===== config.mk =====
export PLATFORM = sky130hd
export DESIGN_NAME = risc_controller
export DESIGN_NICKNAME = d
export VERILOG_FILES = /design/src/rtl/risc_pkg.sv /design/src/rtl/risc_controller.sv
export SDC_FILE = /design/constraint.sdc
export NUM_CORES = 1
export LEC_CHECK = 0
export ABC_AREA = 1
export ABC_CLOCK_PERIOD_IN_PS = 4000
export BUFFER_PORTS_ARGS = -buffer_cell sky130_fd_sc_hd__buf_2
export CELL_PAD_IN_SITES_DETAIL_PLACEMENT = 0
export CELL_PAD_IN_SITES_GLOBAL_PLACEMENT = 1
export CORE_AREA = 3 3 40 42
export DETAILED_ROUTE_END_ITERATION = 8
export DIE_AREA = 0 0 43 45
export HOLD_SLACK_MARGIN = 0.05
export PLACE_DENSITY = 0.73
export SYNTH_ARGS = -nofsm -noshare
export SYNTH_HDL_FRONTEND = slang
export SYNTH_SLANG_ARGS = --single-unit

===== constraint.sdc =====
create_clock -name clk -period 4 [get_ports clk]
set_clock_uncertainty 0.15 [all_clocks]
set_input_delay 0.2 -clock clk [delete_from_list [all_inputs] [get_ports clk]]
set_output_delay 0.2 -clock clk [all_outputs]
set_load 0.005 [all_outputs]

===== src/rtl/risc_pkg.sv =====
`default_nettype none
// ============================================================================
//  Module      : risc_pkg
//  Description : Shared ISA constants for the 8-bit accumulator machine.
//                Covers the opcode encodings, the phase encodings and the
//                field widths.
//  Revision    : 1.0 - initial release
// ============================================================================
package risc_pkg;

  localparam int OP_W = 3;
  localparam int PH_W = 3;

  // Opcode encodings
  localparam logic [OP_W-1:0] HLT = 3'd0;
  localparam logic [OP_W-1:0] SKZ = 3'd1;
  localparam logic [OP_W-1:0] ADD = 3'd2;
  localparam logic [OP_W-1:0] AND = 3'd3;
  localparam logic [OP_W-1:0] XOR = 3'd4;
  localparam logic [OP_W-1:0] LDA = 3'd5;
  localparam logic [OP_W-1:0] STO = 3'd6;
  localparam logic [OP_W-1:0] JMP = 3'd7;

  // Instruction phases; the value sequence is the execution order
  typedef enum logic [PH_W-1:0] {
    INST_ADDR  = 3'd0,
    INST_FETCH = 3'd1,
    INST_LOAD  = 3'd2,
    IDLE       = 3'd3,
    OP_ADDR    = 3'd4,
    OP_FETCH   = 3'd5,
    ALU_OP     = 3'd6,
    STORE      = 3'd7
  } phase_t;

  // True for opcodes that read memory and write the accumulator
  function automatic logic is_aluop(input logic [OP_W-1:0] op);
    return (op == ADD) || (op == AND) || (op == XOR) || (op == LDA);
  endfunction

endpackage

`default_nettype wire


===== src/rtl/risc_controller.sv =====
`default_nettype none
// ============================================================================
//  Module      : risc_controller
//  Description : Eight-phase instruction sequencer. It decodes the opcode
//                and the zero flag into per-phase control strobes. HLT makes
//                the sequencer stick in the halted state until it sees a
//                resume pulse.
//  Revision    : 1.0 - initial release
// ============================================================================
module risc_controller
  import risc_pkg::*;
(
  input  logic            clk,
  input  logic            rst,
  input  logic [OP_W-1:0] opcode,
  input  logic            zero,
  input  logic            resume,
  output logic            sel,
  output logic            rd,
  output logic            wr,
  output logic            ld_ir,
  output logic            inc_pc,
  output logic            ld_pc,
  output logic            data_e,
  output logic            ld_ac,
  output logic            halt,
  output logic [PH_W-1:0] phase
);

  phase_t phase_q, phase_d;
  logic   halted_q, halted_d;
  logic   w_aluop;

  assign w_aluop = is_aluop(opcode);
  assign phase   = phase_q;

  // State register: phase counter plus sticky halted flag
  always_ff @(posedge clk or posedge rst) begin
    if (rst) begin
      phase_q  <= INST_ADDR;
      halted_q <= 1'b0;
    end else begin
      phase_q  <= phase_d;
      halted_q <= halted_d;
    end
  end

  // Next state: count phases, stop at OP_ADDR on HLT, restart on resume
  always_comb begin
    phase_d  = phase_q;
    halted_d = halted_q;
    if (halted_q) begin
      if (resume) begin
        halted_d = 1'b0;
        phase_d  = INST_ADDR;
      end
    end else if ((phase_q == OP_ADDR) && (opcode == HLT)) begin
      halted_d = 1'b1;
    end else begin
      phase_d = phase_t'(phase_q + 3'd1);
    end
  end

  // Strobe decode; while halted, every strobe except halt is forced low
  always_comb begin
    sel    = 1'b0;
    rd     = 1'b0;
    wr     = 1'b0;
    ld_ir  = 1'b0;
    inc_pc = 1'b0;
    ld_pc  = 1'b0;
    data_e = 1'b0;
    ld_ac  = 1'b0;
    halt   = 1'b0;
    if (halted_q) begin
      halt = 1'b1;
    end else begin
      unique case (phase_q)
        INST_ADDR: begin
          sel = 1'b1;
        end
        INST_FETCH: begin
          sel = 1'b1;
          rd  = 1'b1;
        end
        INST_LOAD, IDLE: begin
          sel   = 1'b1;
          rd    = 1'b1;
          ld_ir = 1'b1;
        end
        OP_ADDR: begin
          // PC steps past the instruction even when it is HLT
          inc_pc = 1'b1;
          halt   = (opcode == HLT);
        end
        OP_FETCH: begin
          rd = w_aluop;
        end
        ALU_OP: begin
          rd     = w_aluop;
          inc_pc = (opcode == SKZ) && zero;
          ld_pc  = (opcode == JMP);
          data_e = (opcode == STO);
        end
        STORE: begin
          rd     = w_aluop;
          ld_ac  = w_aluop;
          ld_pc  = (opcode == JMP);
          wr     = (opcode == STO);
          data_e = (opcode == STO);
        end
        default: ;
      endcase
    end
  end

endmodule

`default_nettype wire


Word-level counts from Yosys, hierarchy flattened
Cells that the tools add are included.

Register bits: 4. Input bits: 7. Output and inout bits: 12. Word-level logic and storage cells: 56.

$add $sub $neg: 1. Equal/unequal tests: 16. Mux-type cells: 24. Reductions and logical operators: 13.

Operator list (count): $eq A3 B3 Y1 const B (8); $mux W1 (19); $eq A3 B2 Y1 const B (4); $mux W3 (3); $eq A3 B1 Y1 const B (2); $logic_not A3 Y1 (2); $reduce_or A3 Y1 (2); $ne A2 B2 Y1 const B (2); $pmux W1 S2 (2); $reduce_or A2 Y1 (2); $reduce_or A4 Y1 (1); $add A3 B1 Y3 const B (1); $logic_or A1 B1 Y1 (3); $logic_and A1 B1 Y1 (2); $reduce_and A2 Y1 (1).

Logic depth before layout (Yosys ltp)
Depth after elaboration: 6. Mapped depth: 8. Depth with buffers taken out: 8.

Least setup slack after synthesis
Ideal clock, no wire load.

Kind: register to output. Start: reg phase_q[1], in the netlist phase[1]. End: out ld_ac. Arrival time: 1068 ps. Data required time: 3650 ps. Slack: 2582 ps. Cell stages (with the launch flop): 5. Buffers on the path: 0. Cell sequence: dfrtp_1 -> ha_1 -> ha_1 -> inv_1 -> nor4_1.

Longest elaborated chain between the ends: 3.

RTL lines: start, declared (line risc_controller.sv:30) `phase_t phase_q, phase_d;`; start signal, assigned (line risc_controller.sv:43) `phase_q <= phase_d;`; $eq A3 B3 Y1 (line risc_controller.sv:78) `unique case (phase_q)`; $mux W1 (line risc_controller.sv:78); $mux W1 (line risc_controller.sv:75) `if (halted_q) begin`; end, declared (line risc_controller.sv:25) `output logic ld_ac,`.

Every way passes these cells.

Worst setup path in the final report
Start: reg phase_q[1], in the netlist phase[1]. End: out rd.

Longest elaborated chain between the ends: 4. Elaborated cells on any way between the ends: 10. Classes of those cells: eq/ne (6); mux (2); reduce/logical (2).

RTL lines: $eq A3 B3 Y1, or another cell as far along (line risc_controller.sv:78); $reduce_or A3 Y1 (no line); $pmux W1 S2 (*) (line risc_controller.sv:78); $mux W1 (*) (line risc_controller.sv:75); end, declared (line risc_controller.sv:19) `output logic rd,`.

Mark *: on every way between the ends. The rest lies on a longest branch, timed or not.

==> key figures <==
Clock tree
  • TritonCTS clock tree: done
  • Root Buffer: clkbuf_4
  • Later-pin clock latency in the skew report: 230 ps
  • PostCTS Resize Cnt: 0
  • CTS Buf Count: 3
  • CTS clk-pin slew, worst paths: 40 ps
  • Clk sinks: 4
  • Clock buffer depth: 2
  • H-tree depth: 1

Synth
  • Post-Syn Instances: 54
  • Syn Std Cell Area: 360 um2
  • Syn_area_per_cell: 6.67 um2
  • Yosys Warn Count: 0
  • Synth unique cells: 15
  • Register area share after synthesis: 0.278
  • Syn nets: 66
  • Flops & latches, synth: 4

STA
  • Final min period: around 1800 ps
  • Final period util: 0.454
  • Fin. Hold Viols: 0
  • Final setup vio count: 0
  • Setup tns final: 0 ps
  • RSZ-0062 raised after global routing: false
  • Slew Limit Fails: 0
  • Rel. slew slack: 0.805
  • Worst-Margin Slew: 293 ps
  • Maximum clock rate: between 500 and 600 MHz

Global route
  • Vias in the first global route: around 360
  • Pin count of the biggest net entering global routing: 11
  • Global-route usage over all layers: 0.0967
  • First-pass GRT wire length: 1.39 mm
  • GRT met3 Usage: 0.0598
  • Met1 Use GR: 0.114
  • GR Layer Usage met2: 0.153
  • Top Usage Layer GRT: met2
  • Initial antenna violation count: 0
  • GRT overflow: 0

Worst setup path
  • Crit end category: output pin
  • Crit-path slowest cell: dfrtp_1
  • Crit Path Max Fanout: 7
  • Crit path largest cell delay: ~440 ps
  • Cell breakdown of the critical path: ha_1 -> ha_1 -> inv_1 -> nand3_1 -> nand2_1 -> a21oi_1 -> buf_2
  • Critical Path Source Type: flip-flop
  • Critical Path AT: 1470 ps
  • Most used cell along the critical path: ha_1
  • Worst setup path class: flip-flop to output pin
  • Reg2reg path depth: 7
  • Required @ worst endpoint: between 3000 and 4000 ps

Routing
  • Final WL: around 900 um
  • DR vias/cell: 4.38
  • Antenna Violating Nets Remaining: 0
  • DRT iter0 DRCs: 11
  • Remaining DRCs: 0
  • Avg WL per Cell: about 10 um
  • Drt pass-1 iters: 4
  • Routed vias: 394

Pwr
  • Switch Pwr: roughly 0.14 mW
  • Static Leak: between 0.3 and 0.4 nW
  • Power share of the sequential group: 0.293
  • P_int: ~0.17 mW
  • Power share of the clock group: 0.157
  • Switching share of power: 0.442
  • Logic pwr share: 0.549
  • PwrDens: about 630 nW/um2
  • Max IR drop VDD: approximately 320 uV

Floorplan
  • Die Y-Extent: 45 um
  • Die area: between 1500 and 2000 um2
  • Initial Util: 0.280
  • Row count: 13
  • Ports: 19
  • Core area: approximately 1300 um2
  • Die width: 43 um

Layout
  • Fillers: between 100 and 150
  • Seq. cell area: 100 um2
  • Share of post-route cells with drive strength above 1: 0.307
  • Layout area overhead: 37.8%
  • Diode count: 0
  • NumNets Final: 89
  • Layout Utilization: 0.387
  • Area of the multi-input gates: 225 um2
  • Final cell count without fillers: 90

Placement
  • PortBufs: 18
  • Post-DP HPWL: between 700 and 800 um
  • Placer congestion estimate: approximately 0.73
  • Placed Cells: 86

Status
  • Outcome: finished, final reports clean

Worst hold path
  • Hold Path Depth: 3
  • Min-Delay Path Class: input port to flip-flop

Job
  • Max-Cap Viols: 0
-- through the flow --
step	worst slack [ps]	total power [mW]	hold WS (ps)	cell area [um2]
after global placement	2440	0.266	-66.8	464
after CTS	2170	0.319	147	497
after floorplan	2580	0.196	-184	360
after global routing	2040	0.350	182	497
after detailed placement	2430	0.267	-65.2	464
final	2180	0.312	146	497
-- area by class of cell --
type,instances,area share
well taps,15,0.0378
multi-input cells,41,0.453
inverters,8,0.0605
repair buffers,19,0.202
clock buffers,3,0.0453
flip-flops and latches,4,0.202
-- synthesized netlist by cell type --
library cell	instances	area share
nand2_1	14	0.15
inv_1	7	0.073
nor2_1	7	0.073
nand3_1	6	0.083
ha_1	5	0.17
dfrtp_1	4	0.28
a21oi_1	2	0.028
nor4_1	2	0.035
clkbuf_2	1	0.014
inv_2	1	0.010
nand2_2	1	0.017
nand4_1	1	0.017
nor3_1	1	0.014
o21bai_1	1	0.021
or2_0	1	0.017
-- critical path: cells and delay by family (launching register included) --
kind / cells / cell delay [ps]
compound gates: 1 / 50
fa+ha+maj: 2 / 380
buf+inv: 2 / 210
flops: 1 / 440
simple gates: 2 / 140
-- power by group through the flow --
| stage | Clock [mW] | Sequential [mW] | Combinational (mW) |
|---|---|---|---|
| finish | 0.0492 | 0.0916 | 0.172 |
| floorplan | 0 | 0.0799 | 0.116 |
| detailed placement | 0 | 0.0919 | 0.175 |
| global placement | 0 | 0.0912 | 0.175 |
| CTS | 0.0504 | 0.0918 | 0.176 |
| global route | 0.0536 | 0.0949 | 0.201 |
-- kinds of logic (layout without fill, tap and decap cells) --
| group | after synthesis | in the layout | synth area share |
|---|---|---|---|
| AND/OR/NAND/NOR | 33 | 33 | 0.403 |
| flip-flops | 4 | 4 | 0.278 |
| adder cells (fa/ha/maj) | 5 | 5 | 0.174 |
| buffers and inverters | 9 | 30 | 0.0972 |
| AO/OA/AOI/OAI | 3 | 3 | 0.0486 |
-- final timing paths --
| path | start | end | slack [ps] |
|---|---|---|---|
| hold reg to reg | phase[0]$_DFFE_PP0N_ | phase[0]$_DFFE_PP0N_ | 420 |
| setup reg to reg | phase[1]$_DFFE_PP0N_ | phase[2]$_DFFE_PP0N_ | 2550 |
| hold / removal | resume | halted_q$_DFF_PP0_ | 150 |
| min in group asynchronous | rst | phase[1]$_DFFE_PP0N_ | 240 |
| max in group asynchronous | rst | phase[0]$_DFFE_PP0N_ | 3300 |
| setup / recovery | phase[1]$_DFFE_PP0N_ | rd | 2180 |
-- timing repair --
action / CTS / global route
hold buffers: 1 / 0
endpoints found under the setup margin: 0 / 0
endpoints found under the hold margin: 4 / 0
buffers inserted: 0 / 0
-- flip-flops by register name (all words and copies together) (netlist names) --
signal and count:
phase 3, halted_q 1
-- layer usage --
metal / part of all wire / wire length, um
met1: 0.49 / 438
met2: 0.43 / 383
met3: 0.083 / 74
met4: 0 / 0
met5: 0 / 0
-- layout by cell type, fill, tap and decap left out, drive strengths merged --
master / Yosys / routed
nand2: 15 / 15
nor2: 7 / 7
dfrtp: 4 / 4
inv: 8 / 8
o21bai: 1 / 1
nand4: 1 / 1
ha: 5 / 5
or2: 1 / 1
nor4: 2 / 2
dlygate4sd3: 0 / 1
clkbuf: 1 / 3
buf: 0 / 18
nand3: 6 / 6
nor3: 1 / 1
a21oi: 2 / 2
Note: power is estimated with default switching activity, not from simulation.
